`src/rtl/pong_match_ctrl.sv`:
```
// Match-flow sequencer for Pong: idle, 3-2-1 countdown, play, pause, game over; owns datapath reset and frame tick.
// Latency: every state and output change lands 1 clk after the frame_start that caused it; all outputs registered.
// Backpressure: none; frame_start pulses are consumed unconditionally, buttons are sampled once per frame.
module pong_match_ctrl #(
  parameter int WIN_SCORE    = 7,
  parameter int COUNT_FRAMES = 60,
  parameter int OVER_FRAMES  = 240
) (
  input  logic       clk,
  input  logic       reset_n,
  input  logic       frame_start,
  input  logic       btn_start,
  input  logic       btn_pause,
  input  logic [3:0] score_l,
  input  logic [3:0] score_r,
  output logic       game_rst,
  output logic       game_tick,
  output logic [2:0] state,
  output logic [1:0] countdown,
  output logic [1:0] winner,
  output logic       blink
);

  typedef enum logic [2:0] {
    S_IDLE  = 3'd0,
    S_COUNT = 3'd1,
    S_PLAY  = 3'd2,
    S_PAUSE = 3'd3,
    S_OVER  = 3'd4
  } state_e;

  localparam logic [3:0] WIN_VAL    = 4'(WIN_SCORE);
  localparam logic [7:0] COUNT_LAST = 8'(COUNT_FRAMES - 1);
  localparam logic [7:0] OVER_LAST  = 8'(OVER_FRAMES - 1);

  state_e     state_q, state_d;
  logic [7:0] frame_cnt_q, frame_cnt_d;
  logic [1:0] countdown_q, countdown_d;
  logic [1:0] winner_q, winner_d;
  logic       game_rst_q, game_rst_d;
  logic       game_tick_q, game_tick_d;
  logic       blink_q, blink_d;
  logic [3:0] blink_cnt_q, blink_cnt_d;
  logic       btn_start_q, btn_start_d;
  logic       btn_pause_q, btn_pause_d;

  logic       start_press;
  logic       pause_press;
  logic       rst_pulse;

  // Rising-edge detect against the previous frame's sample, so a held button counts once.
  assign start_press = frame_start & btn_start & ~btn_start_q;
  assign pause_press = frame_start & btn_pause & ~btn_pause_q;

  // Next-state and next-output logic; everything holds except on frame_start cycles.
  always_comb begin
    state_d     = state_q;
    frame_cnt_d = frame_cnt_q;
    countdown_d = countdown_q;
    winner_d    = winner_q;
    game_tick_d = 1'b0;
    blink_cnt_d = blink_cnt_q;
    btn_start_d = btn_start_q;
    btn_pause_d = btn_pause_q;
    rst_pulse   = 1'b0;

    if (frame_start) begin
      btn_start_d = btn_start;
      btn_pause_d = btn_pause;
      blink_cnt_d = blink_cnt_q + 4'd1;

      unique case (state_q)
        S_IDLE: begin
          if (start_press) begin
            state_d     = S_COUNT;
            frame_cnt_d = 8'd0;
            countdown_d = 2'd3;
          end
        end
        S_COUNT: begin
          if (frame_cnt_q == COUNT_LAST) begin
            frame_cnt_d = 8'd0;
            if (countdown_q == 2'd1) begin
              state_d     = S_PLAY;
              countdown_d = 2'd0;
            end else begin
              countdown_d = countdown_q - 2'd1;
            end
          end else begin
            frame_cnt_d = frame_cnt_q + 8'd1;
          end
        end
        S_PLAY: begin
          // Win check precedes the tick; left wins a tie.
          if (score_l == WIN_VAL) begin
            state_d     = S_OVER;
            winner_d    = 2'b01;
            frame_cnt_d = 8'd0;
          end else if (score_r == WIN_VAL) begin
            state_d     = S_OVER;
            winner_d    = 2'b10;
            frame_cnt_d = 8'd0;
          end else if (pause_press) begin
            state_d     = S_PAUSE;
            frame_cnt_d = 8'd0;
          end else begin
            game_tick_d = 1'b1;
          end
        end
        S_PAUSE: begin
          if (pause_press) begin
            state_d     = S_PLAY;
            frame_cnt_d = 8'd0;
          end
        end
        S_OVER: begin
          // A restart beats the timeout when both land on the same frame.
          if (start_press) begin
            state_d     = S_COUNT;
            frame_cnt_d = 8'd0;
            countdown_d = 2'd3;
            winner_d    = 2'b00;
            rst_pulse   = 1'b1;
          end else if (frame_cnt_q == OVER_LAST) begin
            state_d     = S_IDLE;
            frame_cnt_d = 8'd0;
            winner_d    = 2'b00;
          end else begin
            frame_cnt_d = frame_cnt_q + 8'd1;
          end
        end
        default: begin
          state_d     = S_IDLE;
          frame_cnt_d = 8'd0;
          countdown_d = 2'd0;
          winner_d    = 2'b00;
        end
      endcase
    end

    // Datapath held in reset while idle; a one-clock pulse clears scores on a rematch.
    game_rst_d = (state_d == S_IDLE) | rst_pulse;

    if ((state_d == S_COUNT) || (state_d == S_PLAY)) begin
      blink_d = 1'b0;
    end else if (frame_start && (blink_cnt_q == 4'd15)) begin
      blink_d = ~blink_q;
    end else begin
      blink_d = blink_q;
    end
  end

  // State and output registers with asynchronous reset.
  always_ff @(posedge clk or negedge reset_n) begin
    if (!reset_n) begin
      state_q     <= S_IDLE;
      frame_cnt_q <= 8'd0;
      countdown_q <= 2'd0;
      winner_q    <= 2'b00;
      game_rst_q  <= 1'b1;
      game_tick_q <= 1'b0;
      blink_q     <= 1'b0;
      blink_cnt_q <= 4'd0;
      btn_start_q <= 1'b0;
      btn_pause_q <= 1'b0;
    end else begin
      state_q     <= state_d;
      frame_cnt_q <= frame_cnt_d;
      countdown_q <= countdown_d;
      winner_q    <= winner_d;
      game_rst_q  <= game_rst_d;
      game_tick_q <= game_tick_d;
      blink_q     <= blink_d;
      blink_cnt_q <= blink_cnt_d;
      btn_start_q <= btn_start_d;
      btn_pause_q <= btn_pause_d;
    end
  end

  assign state     = state_q;
  assign countdown = countdown_q;
  assign winner    = winner_q;
  assign game_rst  = game_rst_q;
  assign game_tick = game_tick_q;
  assign blink     = blink_q;

endmodule

```
`config.mk`:
```
export PLATFORM = sky130hd
export DESIGN_NAME = pong_match_ctrl
export DESIGN_NICKNAME = d
export VERILOG_FILES = /design/src/rtl/pong_match_ctrl.sv
export SDC_FILE = /design/constraint.sdc
export NUM_CORES = 1
export LEC_CHECK = 0
export CORE_ASPECT_RATIO = 0.75
export CORE_MARGIN = 2
export CORE_UTILIZATION = 49
export CTS_BUF_LIST = sky130_fd_sc_hd__clkbuf_8
export CTS_CLUSTER_SIZE = 8
export DETAILED_ROUTE_END_ITERATION = 6
export PLACE_DENSITY_LB_ADDON = 0.08
export REMOVE_ABC_BUFFERS = 1
export SLEW_MARGIN = 5
export SYNTH_ARGS = -nofsm -noshare
export SYNTH_HDL_FRONTEND = slang
export SYNTH_SLANG_ARGS = --single-unit
```
`constraint.sdc`:
```
create_clock -name clk -period 1.7 [get_ports clk]
set_input_delay 0.425 -clock clk [delete_from_list [all_inputs] [get_ports clk]]
set_output_delay 0.425 -clock clk [all_outputs]
set_load 0.02 [all_outputs]
```
==> impl_metrics.csv <==
group,metric,value,unit
status,outcome,"finished with violations",
placement,hpwl,2380,um
timing,max-slew-margin-rel,79.4,%
setup_path,cp-start-kind,"flip-flop",
synth,async_flop_share,100,%
power,pwr-share-seq,30.2,%
drt,vias,1301,
synth,ys_warn_count,0,
drt,wl_per_cell,16.8,um
floorplanning,core_region_area,2680,sq um
cells_and_area,multi_input_area,886,sq um
timing,tns,-44.8,ps
timing,rsz0062_at_grt,"true",
timing,worst_hold_slack,491,ps
hold_path,hp-class,"flip-flop to flip-flop",
grt,grt_pass1_vias,1181,
placement,gp_congestion,0.881,
setup_path,crit_path_max_fanout,6,
grt,track_usage,22.3,%
floorplanning,io_pins,23,
timing,fin_crit_sh,101,%
clock_network,path_clk_slew,90,ps
power,finalPower,2.93,mW
synth,synthAdderAreaFrac,2.65,%
setup_path,cp-end-kind,"flip-flop",
power,p_comb_share,52.5,%
clock_network,cts-root-buf,"clkbuf_8",
grt,grt_pass1_wl,5580,um
power,clkPwrFrac,17.3,%
power,p_per_area,1440,nW/um^2
clock_network,tritoncts,"built",
synth,synth_simple_gate_area_share,23.9,%
synth,seq_area_frac_synth,42.5,%
drt,via_per_inst,5.97,
synth,netlist_instances,140,
grt,antenna_found_initial,0,
cells_and_area,drive_gt1_share,31.3,%
floorplanning,chipWidth,66.1,um
floorplanning,die_area,3340,sq um
cells_and_area,seqCellArea,602,sq um
drt,drc_errors,0,
setup_path,path_class,"flip-flop to flip-flop",
floorplanning,dieHeight,50.5,um
placement,place_inst,210,
placement,portBuffers,22,
timing,worst_pin_slew,309,ps
synth,ys_seq_elements,24,
drt,final_antenna_net_count,0,
cells_and_area,fin_cells,218,
clock_network,holdBufCountCts,0,
timing,post-route-min-period,1720,ps
clock_network,cts.path.max_buffers,2,
power,power.switching,1.13,mW
timing,finalHoldViolations,0,
synth,ys.flop_type,"dfrtp_1",
cells_and_area,area_delta_synth_final,43.6,%
synth,synth-xor-area-share,3.71,%
setup_path,cp.arrival,1920,ps
floorplanning,start_util,52.8,%
setup_path,required,1900,ps
clock_network,clock-sinks,24,
run,max-cap-violations,0,
cells_and_area,final_nets,199,
grt,grt_overflow,0,
timing,drv_slew,0,
power,peakVddDrop,0.897,mV
timing,setup_viol,5,
synth,synth-edff-count,0,
grt,grt_max_degree,25,
power,leakagePower,0.982,nW
synth,syn_avg_cell_area,10.1,sq um
timing,skew,4.11,ps
synth,synth_area,1420,sq um
synth,synthMuxAreaShare,5.57,%
cells_and_area,antenna_cells,0,
drt,drtPass1Iterations,4,
drt,drt_wl_total,3660,um
cells_and_area,nFillCells,180,
power,p_sw_share,38.6,%
floorplanning,rows,16,
synth,synth_top_family_by_area,"simple AND/OR/NAND/NOR gates",
power,p_int,1.80,mW
clock_network,clk_latency,270,ps
drt,drt_iter0_drc,83,
status,violations,"setup timing",
synth,synth_cell_types,49,
timing,fin_ws,-23.4,ps
timing,fmax,580,MHz
synth,synth-compound-area-share,17.9,%
clock_network,htree_levels,1,
clock_network,cts_buffers,3,
-- flip-flops by register name, summed over array words and instances (netlist names) --
| signal | cells |
|---|---|
| game_tick | 1 |
| btn_start_q | 1 |
| game_rst | 1 |
| blink | 1 |
| btn_pause_q | 1 |
| blink_cnt_q | 4 |
| frame_cnt_q | 8 |
| state | 3 |
| countdown | 2 |
| winner | 2 |
-- per-layer routing --
layer	part of all wire, %	vias to the layer above	track usage [%]	routed length, um
li1	-	604	-	-
met1	46	636	31.5	1680
met2	47	57	35.7	1710
met3	6.5	4	4.93	238
met4	0.66	0	4.08	24
met5	0	-	0	0
-- kinds of logic after synthesis --
kind of cell	count (synthesis)
xor gates and xnor gates	6
buffers and inverters	11
muxes	7
DFF	24
and+or+nand+nor	55
AOI/OAI and AO/OA	34
adders and majority gates	3
-- cell usage after synthesis, types with 2 or more instances --
master,instances,area [sq um]
nand4b_1,3,26.3
nand3b_1,3,22.5
xor2_1,2,17.5
buf_2,3,15.0
ha_1,3,37.5
o21ai_1,2,10.0
a21o_1,3,22.5
a21oi_1,9,45.0
dfrtp_1,23,576
a31oi_1,3,18.8
nand4_1,2,12.5
buf_4,2,15.0
a22o_1,3,26.3
and4b_1,2,20.0
nand2_1,10,37.5
nand2b_1,7,43.8
or2_1,2,12.5
nor3b_1,2,15.0
mux2_1,4,45.0
a211oi_1,2,15.0
and3_1,3,18.8
inv_1,4,15.0
xnor2_1,4,35.0
nand3_1,7,35.0
mux2_2,3,33.8
nor2_1,6,22.5
-- cell usage in the layout (no fill, tap or decap), types with 3 or more instances in the layout --
| master | instances |
|---|---|
| dlymetal6s2s_1 | 8 |
| nand2b_1 | 5 |
| mux2_1 | 3 |
| xnor2_1 | 4 |
| mux2_2 | 3 |
| clkbuf_8 | 3 |
| buf_4 | 20 |
| nand3b_1 | 3 |
| a21oi_2 | 3 |
| dlygate4sd2_1 | 10 |
| a21oi_1 | 7 |
| a21o_1 | 3 |
| and3_1 | 3 |
| inv_1 | 4 |
| nor2_1 | 6 |
| nand4b_1 | 3 |
| a22o_1 | 3 |
| nand3_1 | 6 |
| dfrtp_1 | 23 |
| clkdlybuf4s50_1 | 4 |
| nand2_1 | 10 |
-- worst max-delay path: stages (launching register included) --
cell and delay, ps:
dfrtp_1 400, ha_2 220, and4bb_2 270, a21o_1 190, a21oi_2 190, buf_6 160, nand2b_1 60, a31oi_1 160
-- through the flow --
step | instance area [sq um] | util (%) | setup WS [ps]
floorplan | 1380 | - | -112
global placement | 1790 | 66.9 | -384
detailed placement | 1790 | 66.9 | -380
CTS | 1920 | 71.5 | -19.2
global route | 2030 | 75.7 | -79.8
finish | 2030 | 75.7 | -23.4
-- power groups by stage --
stage          clock network (mW)  registers, mW  logic, mW
5_1_grt                     0.535          0.905       1.66
2_1_floorplan                   0           1.03      0.630
3_3_place_gp                    0          0.884       1.25
3_5_place_dp                    0          0.896       1.28
6_report                    0.506          0.884       1.54
4_1_cts                     0.515          0.883       1.35
-- worst paths after layout --
path	start	endpoint	slack, ps	cells after the start
hold / removal	blink_cnt_q[3]	blink_cnt_q[3]	490	1
setup reg to reg	frame_cnt_q[1]	frame_cnt_q[5]	-20	7
setup / recovery	frame_cnt_q[1]	frame_cnt_q[5]	-20	7
max in group asynchronous	reset_n	game_rst	880	2
hold reg to reg	blink_cnt_q[3]	blink_cnt_q[3]	490	1
min in group asynchronous	reset_n	countdown[1]	530	2
-- area by class of cell --
cell class,count,share of cell area [%]
Clock buffer,3,2.03
Clock inverter,1,1.48
Inverter,5,0.924
Multi-Input combinational cell,105,43.6
Sequential cell,24,29.6
Tap cell,36,2.22
Timing Repair Buffer,44,20.1
-- repair_timing --
item	CTS	global route
pin swaps	5	14
setup buffers	1	2
gates cloned	0	1
resized for setup	23	22
endpoints found under the setup margin	20	18
endpoints found under the hold margin	0	0
Power figures use the tool's default switching activity.
